`config.mk`:
```
export PLATFORM = sky130hd
export DESIGN_NAME = fetch_unit
export DESIGN_NICKNAME = d
export VERILOG_FILES = /design/src/rtl/fetch_unit.sv
export SDC_FILE = /design/constraint.sdc
export NUM_CORES = 1
export LEC_CHECK = 0
export BUFFER_PORTS_ARGS = -buffer_cell sky130_fd_sc_hd__buf_2
export CORE_MARGIN = 4
export CORE_UTILIZATION = 40
export DETAILED_ROUTE_END_ITERATION = 10
export GPL_ROUTABILITY_DRIVEN = 0
export SLEW_MARGIN = 20
export SYNTH_ARGS = -nofsm -noshare
export SYNTH_HDL_FRONTEND = slang
export SYNTH_SLANG_ARGS = --single-unit
```
`constraint.sdc`:
```
create_clock -name clk -period 6.5 [get_ports clk]
set_clock_uncertainty 0.2 [all_clocks]
set_input_delay 0.325 -clock clk [delete_from_list [all_inputs] [get_ports clk]]
set_output_delay 0.325 -clock clk [all_outputs]
set_load 0.05 [all_outputs]
```
`src/rtl/fetch_unit.sv`:
```
// Fetch stage: PC generation, imem request/response tracking, output FIFO.
// Define FETCH_PERF_CNT_EN to enable the delivered-instruction counter.
package fetch_pkg;
  typedef struct packed {
    logic [31:0] pc;
    logic [31:0] instr;
  } fetch_ent_t;

  typedef enum logic {BOOT, RUN} fetch_st_e;
endpackage

module fetch_unit #(
  parameter logic [31:0] RESET_PC   = 32'h0000_0000,
  parameter int          FIFO_DEPTH = 4
) (
  input  logic        clk,
  input  logic        rst_n,
  output logic        imem_req_valid,
  input  logic        imem_req_ready,
  output logic [31:0] imem_req_addr,
  input  logic        imem_rsp_valid,
  input  logic [31:0] imem_rsp_data,
  input  logic        redirect_valid,
  input  logic [31:0] redirect_pc,
  output logic        out_valid,
  input  logic        out_ready,
  output logic [31:0] out_instr,
  output logic [31:0] out_pc,
  output logic [31:0] fetch_count
);
  import fetch_pkg::*;

  localparam int AW = $clog2(FIFO_DEPTH);
  localparam int CW = AW + 1;
  localparam logic [CW+1:0] DEPTH_W = (CW+2)'(FIFO_DEPTH);

  fetch_st_e state_q, state_d;

  logic [31:0]   pc_q;
  logic [CW-1:0] outst_q, kill_q, cnt_q;
  logic [CW-1:0] outst_d, kill_d, cnt_d;
  logic [AW-1:0] wr_q, rd_q, pq_wr_q, pq_rd_q;

  fetch_ent_t  fifo_mem [FIFO_DEPTH];
  logic [31:0] pq_mem   [FIFO_DEPTH];
  fetch_ent_t  head;

  logic          req_v;
  logic          req_hs;
  logic          pop;
  logic          push;
  logic          rsp_kill;
  logic          rsp_keep;
  logic [CW+1:0] credit;
  logic [1:0]    unused_redir_lsb;

  assign unused_redir_lsb = redirect_pc[1:0];

  always_ff @(posedge clk or negedge rst_n) begin
    if (!rst_n) state_q <= BOOT;
    else        state_q <= state_d;
  end

  // Credits count every slot a request may still claim in the FIFO
  assign credit = {2'b00, outst_q}
                + {2'b00, kill_q}
                + {2'b00, cnt_q};

  always_comb begin
    state_d = state_q;
    req_v   = 1'b0;
    unique case (state_q)
      BOOT:    state_d = RUN;
      RUN:     req_v   = credit < DEPTH_W;
      default: state_d = BOOT;
    endcase
  end

  assign imem_req_valid = req_v;
  assign imem_req_addr  = pc_q;

  assign req_hs   = req_v && imem_req_ready;
  assign out_valid = cnt_q != '0;
  assign pop      = out_valid && out_ready;
  assign rsp_kill = imem_rsp_valid && (kill_q != '0);
  assign rsp_keep = imem_rsp_valid && (kill_q == '0);
  assign push     = rsp_keep && !redirect_valid;

  always_comb begin
    outst_d = outst_q + CW'(req_hs) - CW'(rsp_keep);
    kill_d  = kill_q - CW'(rsp_kill);
    cnt_d   = cnt_q + CW'(push) - CW'(pop);
    if (redirect_valid) begin
      kill_d  = kill_d + outst_d;
      outst_d = '0;
      cnt_d   = '0;
    end
  end

  always_ff @(posedge clk or negedge rst_n) begin
    if (!rst_n) begin
      pc_q    <= RESET_PC;
      outst_q <= '0;
      kill_q  <= '0;
      cnt_q   <= '0;
      wr_q    <= '0;
      rd_q    <= '0;
      pq_wr_q <= '0;
      pq_rd_q <= '0;
    end else begin
      outst_q <= outst_d;
      kill_q  <= kill_d;
      cnt_q   <= cnt_d;
      if (redirect_valid)
        pc_q <= {redirect_pc[31:2], 2'b00};
      else if (req_hs)
        pc_q <= pc_q + 32'd4;
      if (req_hs)
        pq_wr_q <= pq_wr_q + AW'(1);
      if (imem_rsp_valid)
        pq_rd_q <= pq_rd_q + AW'(1);
      if (redirect_valid) begin
        wr_q <= '0;
        rd_q <= '0;
      end else begin
        if (push) wr_q <= wr_q + AW'(1);
        if (pop)  rd_q <= rd_q + AW'(1);
      end
    end
  end

  // Storage needs no reset; validity is tracked by the counters
  always_ff @(posedge clk) begin
    if (req_hs)
      pq_mem[pq_wr_q] <= pc_q;
    if (push)
      fifo_mem[wr_q] <= '{pc: pq_mem[pq_rd_q], instr: imem_rsp_data};
  end

  assign head      = out_valid ? fifo_mem[rd_q] : '0;
  assign out_pc    = head.pc;
  assign out_instr = head.instr;

`ifdef FETCH_PERF_CNT_EN
  logic [31:0] perf_q;

  always_ff @(posedge clk or negedge rst_n) begin
    if (!rst_n)   perf_q <= '0;
    else if (pop) perf_q <= perf_q + 32'd1;
  end

  assign fetch_count = perf_q;
`else
  assign fetch_count = 32'h0;
`endif

endmodule

```
* Word-level counts from Yosys, hierarchy flattened
Memory sizes are Yosys's and may differ from the RTL's. Cells that the tools add are included.
Storage, ports and cells: register bits 50, RAM bits 384, input port bits 70, output and inout bits 130, logic and storage cells 52, memories kept 2
Cells by class: $add $sub $neg 13, magnitude comparators 1, multiplexer cells 15, reduce and logical (&&, ||, !) cells 12
Memories:
- fifo_mem | depth 4, width 64, read ports 1, clocked after Yosys merged registers in 0, write ports 1, line 44 | fetch_ent_t fifo_mem [FIFO_DEPTH];
- pq_mem | depth 4, width 32, read ports 1, clocked after Yosys merged registers in 0, write ports 1, line 45 | logic [31:0] pq_mem [FIFO_DEPTH];
Operator list (count):
- $mux 32 | 2
- $mux 64 | 1
- $add 32x3->32 const B | 1
- $mux 3 | 3
- $sub 3x1->3 | 3
- $add 2x1->2 const B | 4
- $mux 2 | 4
- $add 3x1->3 | 2
- $reduce_bool 2->1 | 3
- $reduce_bool 3->1 | 2
- $add 4x3->5 | 1
- $logic_and 1x1->1 | 5
- $lt 5x3->1 const B | 1
- $mux 1 | 5
- $add 3x3->4 | 1
- $add 3x3->3 | 1
- $logic_not 3->1 | 1
- $logic_not 1->1 | 1

* Logic depth before layout (Yosys ltp)
Gate-level depths: netlist of the first run.
depth after elaboration 9, mapped depth 19

* Worst setup path after synthesis of the first run
Ideal clock, no wire load.
path type flip-flop to flip-flop, start point register outst_q[1], end point register kill_q[2], data arrival time 4.229 ns, slack 1.946 ns, stages on the path, launching flop included 20, buffers on the path 1, path through dfrtp_1 -> inv_1 -> fa_1 -> nor2b_1 -> fa_1 -> or2b_2 -> a22o_2 -> buf_6 -> nor3_4 -> inv_1 -> ha_1 -> inv_1 -> ha_1 -> inv_1 -> fa_1 -> inv_1 -> fa_1 -> xnor2_1 -> nand2_1 -> xnor2_1
Between the ends: longest elaborated chain between the ends 9
RTL lines:
- start, declared | line 40 | logic [CW-1:0] outst_q, kill_q, cnt_q;
- start signal, assigned | line 111 | outst_q <= outst_d;
- $add 3x3->4 | line 66 | + {2'b00, kill_q}
- $add 4x3->5 | line 67 | + {2'b00, cnt_q};
- $lt 5x3->1 | line 74 | RUN: req_v = credit < DEPTH_W;
- $mux 1 | line 72 | unique case (state_q)
- $logic_and 1x1->1 | line 82 | assign req_hs = req_v && imem_req_ready;
- $add 3x1->3 * | line 90 | outst_d = outst_q + CW'(req_hs) - CW'(rsp_keep);
- $sub 3x1->3 * | line 90
- $add 3x3->3 * | line 94 | kill_d = kill_d + outst_d;
- $mux 3 * | line 93 | if (redirect_valid) begin
- named net kill_d[2] | line 41 | logic [CW-1:0] outst_d, kill_d, cnt_d;
- end signal, assigned | line 112 | kill_q <= kill_d;
- end, declared | line 40
The timed path passes the listed nets; every way through them passes the cells marked *. A chain may end at the register's enable or synchronous reset.

* Worst setup path after layout of the first run
Ends and elaborated chain as after synthesis.

==> results of run 1 <==
==> routing by layer <==
metal	share of wire, %	global-route usage (%)	up-vias	wire [um]
li1	-	-	3927	-
met1	45	20.75	4439	15720
met2	49	25.80	195	17280
met3	4.5	3.429	44	1584
met4	1.6	3.328	0	564
met5	0	0	-	0
==> synthesized netlist by cell type, drive strengths merged, types with 5 or more instances <==
| master | instances | share of area [%] |
|---|---|---|
| o21ai | 25 | 0.74 |
| nand4 | 8 | 0.29 |
| ha | 18 | 1.3 |
| nor3 | 13 | 0.62 |
| buf | 54 | 2.2 |
| mux4 | 92 | 12 |
| inv | 30 | 0.66 |
| edfxtp | 368 | 65 |
| nand2 | 37 | 0.82 |
| nor4 | 14 | 0.69 |
| and3 | 6 | 0.23 |
| nand3 | 8 | 0.26 |
| nor2b | 5 | 0.18 |
| fa | 6 | 0.71 |
| dfrtp | 48 | 7.1 |
| xnor2 | 36 | 1.9 |
| nor2 | 14 | 0.31 |
| and2 | 73 | 2.7 |
| clkbuf | 24 | 0.53 |
==> cells by family (layout without fill, tap and decap cells) <==
logic type | Yosys count | in the layout | synth area share (%)
compound gates | 37 | 37 | 1.272
xor+xnor | 40 | 40 | 2.058
fa+ha+maj | 24 | 24 | 2.029
buf+inv | 108 | 339 | 3.419
flops | 416 | 416 | 71.99
mux | 96 | 96 | 12.43
other cells | 2 | 37 | 0.04413
simple gates | 192 | 192 | 6.757
==> repair_timing <==
item / 4_1_cts / 5_1_grt
gates resized for setup: 0 / 0
hold buffers: 64 / 0
endpoints found under the hold margin: 208 / 0
setup endpoints to repair: 0 / 0
==> through the flow <==
stage                     worst slack [ns]  hold slack, ns  cells  utilization [%]
after floorplan                      1.946         -0.1706    950                -
after global placement               1.688          0.2834   1579            43.38
after detailed placement             1.655          0.2915   1579            43.38
after CTS                            1.615         0.08589   1718            48.26
after global routing                 1.350          0.1091   1720            48.36
final                                1.634          0.1158   1720            48.36
==> how the worst min path moves through the flow <==
stage                              start                 to  cells past startpoint
after detailed placement           rst_n  imem_req_addr[26]                      2
after global routing           out_ready            rd_q[0]                      4
final                          out_ready            rd_q[0]                      4
after CTS                 imem_req_ready         pq_wr_q[0]                      4
after floorplan                    rst_n           cnt_q[0]                      0
after global placement             rst_n  imem_req_addr[26]                      2
==> worst max-delay path: cells and delay by family (launching register included) <==
| kind | cells | cell delay, ns |
|---|---|---|
| XOR/XNOR | 2 | 0.31 |
| AO/OA/AOI/OAI | 1 | 0.33 |
| buffers and inverters | 5 | 0.35 |
| flip-flops | 1 | 0.41 |
| AND/OR/NAND/NOR | 4 | 0.83 |
| adder cells (fa/ha/maj) | 6 | 2.31 |
==> area by class of cell <==
cell class,count,share of cell area (%)
timing repair buffer,234,7.570
clock buffer,57,5.859
clock inverter,18,1.083
multi-input combinational,426,21.31
tap,539,3.317
sequential,416,60.30
inverter,30,0.5539
==> power by group <==
part / leakage [nW] / total, mW / internal, mW / switching (mW)
registers: 3.90 / 3.49 / 3.27 / 0.214
logic: 2.55 / 2.95 / 0.982 / 1.97
clock network: 0.684 / 2.48 / 1.49 / 0.996
total: 7.14 / 8.92 / 5.74 / 3.18
==> cells in the final DEF, fill, tap and decap left out, types with 2 or more instances in the layout <==
master and n:
edfxtp_1 368, buf_2 161, mux4_2 92, and2_1 65, dlygate4sd3_1 64, clkbuf_16 45
dfrtp_1 44, nand2_1 37, conb_1 37, xnor2_1 36, inv_1 30, ha_1 18
nor2_1 14, o21ai_0 13, nor4_1 12, o21ai_1 12, clkbuf_1 10, nand4_1 8
nand3_1 7, clkinv_1 7, buf_4 7, nor3_1 6, nor3_2 6, fa_1 6
nor2b_1 5, and3_1 5, bufinv_16 5, and2_4 4, and2_2 4, xor2_1 4
a21oi_1 4, mux2_2 3, or2_2 3, and4_1 3, inv_6 3, dfrtp_2 3
nor4_4 2, clkinv_2 2, clkbuf_8 2, buf_12 2
==> state kept, by name, summed over array words and instances, names as in the netlist <==
name,cells
fifo_mem,248
wr_q,2
pq_wr_q,2
kill_q,3
pq_rd_q,2
cnt_q,3
outst_q,3
state_q,1
rd_q,2
pq_mem,120
imem_req_addr,30
==> out/qor.csv, run 1 <==
metric,value,unit
wl_per_cell,20.44,um
min_period,4.866,ns
peakVddDrop,0.0002266,V
setup_violations,0,
synthFlopType,edfxtp_1,
route.vias.total,8605,
worst_pin_slew,1.051,ns
multi_input_area,0.004333,sq mm
register_area,0.01226,sq mm
crit_path_max_incr_delay,0.58,ns
slew_headroom,29.91,%
postRouteAntennaNets,0,
insertion_delay,0.56,ns
numCtsBuffers,45,
arrival,5.09,ns
die_w,214.3,um
firstDrtPassIters,4,
rsz0062_at_grt,no,
p_per_area,438.7,mW/mm^2
clock-sinks,416,
antenna_found_initial,1,
r2r_cells,18,
layout.nets,1247,
drtIter0Drc,551,
grt_max_degree,64,
synth_edf_count,368,
cp-endpoint,kill_q[2],
r2r-end,kill_q[2],
grt_remaining_overflow,0,
syn_inst,915,
end_kind,flop,
core_area,0.04204,sq mm
fillers,3575,
portBuffers,161,
ios,200,
avgSynthCellArea,18.60,sq um
leakagePower,7.140,nW
path_cells,"inv_1, fa_1, nor2b_1, fa_1, or2b_2, a22o_2, nor3_4, inv_1, ha_1, inv_1, ha_1, inv_1, fa_1, inv_1, fa_1, xnor2_1, nand2_1, xnor2_1",
die_h,214.3,um
num_antenna_cells,0,
max_cap_violations,0,
drc_errors,0,
r2r_start,outst_q[1],
row_count,75,
synthToLayoutAreaGrowth,19.45,%
yosys_warnings,0,
grt_pass1_wl,54770,um
dpl_cell_area,0.01824,sq mm
grt_pass1_vias,9246,
cp_common_cell,inv_1,
start_util,40.48,%
ys_types,51,
ys_ff_latch,416,
status,completed,
critPathKind,flop to flop,
cp-start-kind,flop,
fmax,205.5,MHz
drive_gt1_share,30.14,%
cp-startpoint,outst_q[1],
crit_slowest_cell,fa_1,
setup_tns,0,ns
avgViaCountPerCell,5.003,
slew_violations,0,
finalCritPeriodShare,74.86,%
die_area,0.04591,sq mm
synthesis.area,0.01702,sq mm
clk_path_buf_depth,3,
hold_viol_final,0,
final_cell_area,0.02033,sq mm
power,8.918,mW
min_path_type,input port to flop,
clk_pin_slew_worst_paths,0.06,ns
grt_usage,15.35,%
r2r_slack,1.63,ns
required,6.73,ns
ctsHtreeMaxLevel,2,
wirelength,35160,um
path_max_fanout,10,
ys_seq_area_share,71.99,%
cts_tree,built,
cts_root_buffer,clkbuf_16,
synthArstFlopShare,11.54,%
dp_hpwl,20100,um
post-cts-setup-buffer-count,0,
(Power assumes the default switching activity.)
==> run 2, diff against run 1 <==
==> constraint.sdc (replaced) <==
create_clock -name clk -period 4.1 [get_ports clk]
set_clock_uncertainty 0.2 [all_clocks]
set_input_delay 0.205 -clock clk [delete_from_list [all_inputs] [get_ports clk]]
set_output_delay 0.205 -clock clk [all_outputs]
set_load 0.05 [all_outputs]
==> run 2 against run 1 <==
- largest power group unchanged
- utilization increased by 0.85 points
- global-route usage barely moved
- first-iteration DRC count rose by 2.5%
- cell area increased by 1.8%
- non-clock buffer count grew 41
- critical path depth unchanged
- sequential share of layout area shrank 1.0 points
- combinational power up 68%
- the flow now finishes with violations (setup timing)
- highest routed layer unchanged
- wire length is 0.55% higher
- largest cell class unchanged
- fmax rose by 17%
- sequential cell count did not move
==> out/qor.csv, run 2 (synthesis results as in run 1) <==
metric,value,unit,change
drtIter0Drc,565,,+2.5%
critPathKind,flop to flop,,
postRouteAntennaNets,0,,unchanged
clk_path_buf_depth,3,,unchanged
dp_hpwl,21630,um,+7.6%
dr_wl_met2,17010,um,-1.6%
num_antenna_cells,0,,unchanged
dpl_cell_area,0.01854,sq mm,+1.7%
start_util,40.48,%,unchanged
route.vias.total,8724,,+1.4%
slew_headroom,34.57,%,+4.7 points
clock-sinks,416,,unchanged
firstDrtPassIters,5,,+1
grt_remaining_overflow,0,,unchanged
wl_per_cell,20.01,um,-2.1%
met1_length,15980,um,+1.6%
dr.max_layer_used,met4,,
path_max_fanout,2,,-8
peakVddDrop,0.0004673,V,+110%
antenna_found_initial,0,,-1
status,"complete, but fails checks",,
largest_reg_flops,248,,unchanged
p_per_area,691.8,mW/mm^2,+58%
row_count,75,,unchanged
drive_gt1_share,32.41,%,+2.3 points
setup_tns,-0.04192,ns,-0.04192 ns
max_cap_violations,0,,unchanged
numCtsBuffers,44,,-2.2%
fmax,241.4,MHz,+17%
required,4.34,ns,-2.39 ns
clk_pin_slew_worst_paths,0.06,ns,about the same
hold_path.startpoint,imem_req_ready,,
path_cells,"inv_2, fa_1, nor2b_2, fa_2, or3b_4, a22o_4, nor3_4, inv_1, ha_1, inv_1, ha_2, inv_2, fa_1, inv_2, fa_2, xnor2_1, nand2_1, xnor2_1",,
mostFrequentLayoutCells,"edfxtp_1 (368), buf_2 (161), mux4_2 (92)",,
end_kind,flop,,
cp_common_cell,inv_2,,
place_inst,1610,,+2.0%
fin_util,49.21,%,+0.85 points
synthToLayoutAreaGrowth,21.56,%,
grt_pass1_vias,9228,,-0.19%
r2r_start,kill_q[1],,
slew_violations,0,,unchanged
hold_viol_final,0,,unchanged
instances_no_fill,1767,,+2.7%
core_area,0.04204,sq mm,unchanged
crit_slowest_cell,fa_1,,
power,14.31,mW,+60%
final_common_cell,edfxtp_1,,
crit_path_max_incr_delay,0.50,ns,-0.08 ns
die_area,0.04591,sq mm,unchanged
r2r_cells,18,,unchanged
path_delay_family,adder cells,,
setup_violations,1,,+1
crit_buf_inv,5,,unchanged
r2r-end,kill_q[2],,
wl_met3,1787,um,+13%
min_period,4.142,ns,-0.7242 ns
avgViaCountPerCell,4.937,,-1.3%
whs_path_depth,4,,unchanged
arrival,4.38,ns,-0.71 ns
dp_slack,-0.1674,ns,-1.823 ns
finalCritPeriodShare,101.0,%,+26 points
insertion_delay,0.56,ns,about the same
ctsHtreeMaxLevel,2,,unchanged
layout.nets,1287,,+3.2%
rsz0062_at_grt,yes,,
fillers,3515,,-1.7%
leakagePower,7.344,nW,+2.9%
setup_slack,-0.04192,ns,-1.676 ns
min_path_type,input port to flop,,
worst_pin_slew,0.9815,ns,-0.06986 ns
wirelength,35350,um,+0.55%
regMostFlops,fifo_mem,,
ios,200,,unchanged
portBuffers,161,,unchanged
cts_root_buffer,clkbuf_16,,
cp-start-kind,flop,,
die_h,214.3,um,unchanged
grt_max_degree,64,,unchanged
hold_end,imem_req_addr[4],,
cts_tree,built,,
hold_ws,0.02233,ns,-0.09352 ns
violations,setup timing,,
die_w,214.3,um,unchanged
grt_usage,15.37,%,about the same
drc_errors,0,,unchanged
r2r_slack,-0.04,ns,-1.68 ns
grt_pass1_wl,55060,um,+0.53%
final_cell_area,0.02069,sq mm,+1.8%
-- run 2: changes by cell type in the layout (fill, tap and decap cells not counted), sizes merged --
cell	change
clkinv	+12
clkinvlp	-1
buf	+32
dlygate4sd3	+9
inv	-2
bufinv	-3
-- run 2: layout make-up --
type                            instances  area (sq um)  share of cell area [%]
Sequential cell                       416         12260                   59.26
Clock buffer                           57          1212                   5.860
Timing Repair Buffer                  275          1907                   9.217
Tap cell                              539         674.4                   3.260
Multi-Input combinational cell        426          4347                   21.01
Clock inverter                         24         176.4                  0.8527
Inverter                               30         112.6                  0.5443
-- run 2: metal layers --
layer,vias up,GRT usage [%]
li1,4011,-
met1,4437,21.71
met2,231,24.81
met3,45,3.344
met4,0,3.436
met5,-,0
-- run 2: tightest hold or removal path, stage by stage --
cell and delay, ns:
buf_2 0.11, and4_1 0.22, xnor2_1 0.13, o21ai_0 0.07
-- run 2: worst max-delay path by stage --
| stage | cells after the start | slack, ns | startpoint | to |
|---|---|---|---|---|
| floorplan | 19 | -0.34 | outst_q[1] | kill_q[2] |
| global placement | 18 | -0.15 | kill_q[1] | kill_q[2] |
| detailed placement | 18 | -0.17 | kill_q[1] | kill_q[2] |
| CTS | 18 | -0.05 | outst_q[1] | kill_q[2] |
| global route | 18 | -0.20 | kill_q[1] | kill_q[2] |
| finish | 18 | -0.04 | kill_q[1] | kill_q[2] |
-- run 2: timing repair --
item                                    4_1_cts  5_1_grt
hold buffers                                 73        0
setup buffers                                 2        1
hold endpoints to repair                    210        0
endpoints found under the setup margin        2        2
pin swaps                                     8        1
gates resized for setup                       4        3
-- run 2: power breakdown --
group / internal, mW / leakage [nW] / switching, mW
clock: 2.21 / 0.687 / 1.58
sequential: 5.19 / 3.90 / 0.377
combinational: 1.79 / 2.75 / 3.16
total: 9.19 / 7.34 / 5.12
==> run 3, diff against run 2 <==
==> constraint.sdc (replaced) <==
create_clock -name clk -period 4.1 [get_ports clk]
set_clock_uncertainty 0.2 [all_clocks]
set_input_delay 0.205 -clock clk [delete_from_list [all_inputs] [get_ports clk]]
set_output_delay 0.205 -clock clk [all_outputs]
set_load 0.1 [all_outputs]
==> run 3 against run 2 <==
- the flow still finishes with violations (setup timing)
- global-route usage about the same
- hold slack improved by 0.089 ns
- largest cell class unchanged
- largest power group is now combinational cells
- sequential power hardly changed
==> out/qor.csv, run 3 (synthesis results as in run 1) <==
metric,value,unit,change
core_area,0.04204,sq mm,unchanged
slew_headroom,42.33,%,+7.8 points
setup_violations,1,,unchanged
final_common_cell,edfxtp_1,,
drc_errors,0,,unchanged
cp-start-kind,flop,,
grt_max_degree,64,,unchanged
r2r_cells,18,,unchanged
violations,setup timing,,
grt_pass1_wl,55450,um,+0.70%
hold_viol_final,0,,unchanged
mostFrequentLayoutCells,"edfxtp_1 (368), buf_2 (161), mux4_2 (92)",,
multi_input_area,0.004340,sq mm,-0.14%
instances_no_fill,1767,,unchanged
grt_pass1_vias,9417,,+2.0%
min_path_type,input port to asynchronous set/reset pin,,
die_h,214.3,um,unchanged
synthToLayoutAreaGrowth,21.67,%,about the same
worst_pin_slew,0.8650,ns,-0.1165 ns
clock-sinks,416,,unchanged
wirelength,34890,um,-1.3%
postRouteAntennaNets,0,,unchanged
num_antenna_cells,0,,unchanged
cp-startpoint,cnt_q[2],,
rsz0062_at_grt,yes,,
grt_usage,15.38,%,about the same
cts_root_buffer,clkbuf_16,,
drive_gt1_share,32.41,%,unchanged
dp_hpwl,22050,um,+1.9%
layout.nets,1294,,+0.54%
required,4.32,ns,-0.02 ns
power,15.86,mW,+11%
max_cap_violations,0,,unchanged
grt_remaining_overflow,0,,unchanged
largest_reg_flops,248,,unchanged
leakagePower,7.345,nW,about the same
register_area,0.01226,sq mm,unchanged
ios,200,,unchanged
wl_per_cell,19.75,um,-1.3%
cts_tree,built,,
avgViaCountPerCell,4.970,,+0.66%
critPathKind,flop to flop,,
crit_path_max_incr_delay,0.55,ns,+0.05 ns
status,"complete, but fails checks",,
die_w,214.3,um,unchanged
dp_slack,-0.1913,ns,-0.02382 ns
row_count,75,,unchanged
numCtsBuffers,44,,unchanged
clk_pin_slew_worst_paths,0.06,ns,about the same
portBuffers,161,,unchanged
setup_tns,-0.03814,ns,+0.003779 ns
p_per_area,766.1,mW/mm^2,+11%
start_util,40.48,%,unchanged
r2r_start,cnt_q[2],,
insertion_delay,0.55,ns,about the same
place_inst,1614,,+0.25%
min_period,4.138,ns,-0.003779 ns
antenna_found_initial,0,,unchanged
drtIter0Drc,619,,+9.6%
finalCritPeriodShare,100.9,%,about the same
die_area,0.04591,sq mm,unchanged
end_kind,flop,,
firstDrtPassIters,6,,+1
fillers,3473,,-1.2%
peakVddDrop,0.0005404,V,+16%
path_max_fanout,2,,unchanged
route.vias.total,8782,,+0.66%
clk_path_buf_depth,3,,unchanged
ctsHtreeMaxLevel,2,,unchanged
arrival,4.36,ns,-0.02 ns
slew_violations,0,,unchanged
fmax,241.7,MHz,about the same
regMostFlops,fifo_mem,,
setup_slack,-0.03814,ns,+0.003779 ns
path_cells,"inv_2, fa_1, inv_2, fa_2, or2b_4, a22o_4, nor3_4, inv_1, ha_1, inv_1, ha_1, inv_1, fa_1, inv_2, fa_2, xnor2_1, nand2_1, xnor2_1",,
crit_slowest_cell,fa_1,,
run 3: cell count changes in the layout (fill, tap and decap cells not counted), moves of 3 or more:
cell / delta
and2_2: +3
and2_4: -3
buf_12: +4
buf_4: +4
clkinv_1: -3
clkinv_2: -3
run 3: critical path: cells and delay by family, from the launching register on:
kind	cells	cell delay (ns)
adder cells (fa/ha/maj)	6	2.17
AND/OR/NAND/NOR	3	0.46
flip-flops	1	0.36
buffers and inverters	6	0.31
XOR/XNOR	2	0.30
AO/OA/AOI/OAI	1	0.23
run 3: per-stage QoR:
stage	hold WS [ns]	cell area (sq um)	util [%]
floorplan	-0.2906	17170	-
global placement	0.1588	18620	44.29
detailed placement	0.1653	18620	44.29
CTS	0.06988	20680	49.20
global route	0.1292	20710	49.25
finish	0.1117	20710	49.25
run 3: final cells by class:
cell class | count | share of cell area (%)
Clock buffer | 57 | 5.704
Tap cell | 539 | 3.257
Inverter | 30 | 0.5438
Timing Repair Buffer | 282 | 9.692
Sequential cell | 416 | 59.21
Multi-Input combinational cell | 426 | 20.96
Clock inverter | 17 | 0.6345
run 3: what timing repair did:
item / in CTS / in global routing
pin swaps: 8 / 0
hold buffers: 72 / 0
setup endpoints to repair: 2 / 3
gates resized for setup: 5 / 0
setup buffers: 4 / 3
hold endpoints to repair: 211 / 0
run 3: final timing paths:
kind | to | slack [ns]
worst max-delay path | kill_q[2] | -0.04
worst min-delay path | imem_req_addr[22] | 0.11
worst max register to register | kill_q[2] | -0.04
worst min register to register | pq_wr_q[0] | 0.43
max in group asynchronous | rd_q[0] | 3.08
min in group clk | imem_req_addr[5] | 0.11
run 3: metal layers:
metal  share of wire, %  vias to the layer above  GRT usage (%)
met1                 44                     4477          21.14
met3                5.4                       53          3.075
met5                  0                        -              0
li1                   -                     4028              -
met4                2.2                        0          4.517
met2                 48                      224          25.15
run 3: power by group:
| group | total (mW) | switching, mW | internal [mW] |
|---|---|---|---|
| sequential | 5.56 | 0.373 | 5.19 |
| combinational | 6.65 | 4.84 | 1.80 |
| clock | 3.66 | 1.52 | 2.14 |
| total | 15.9 | 6.73 | 9.13 |
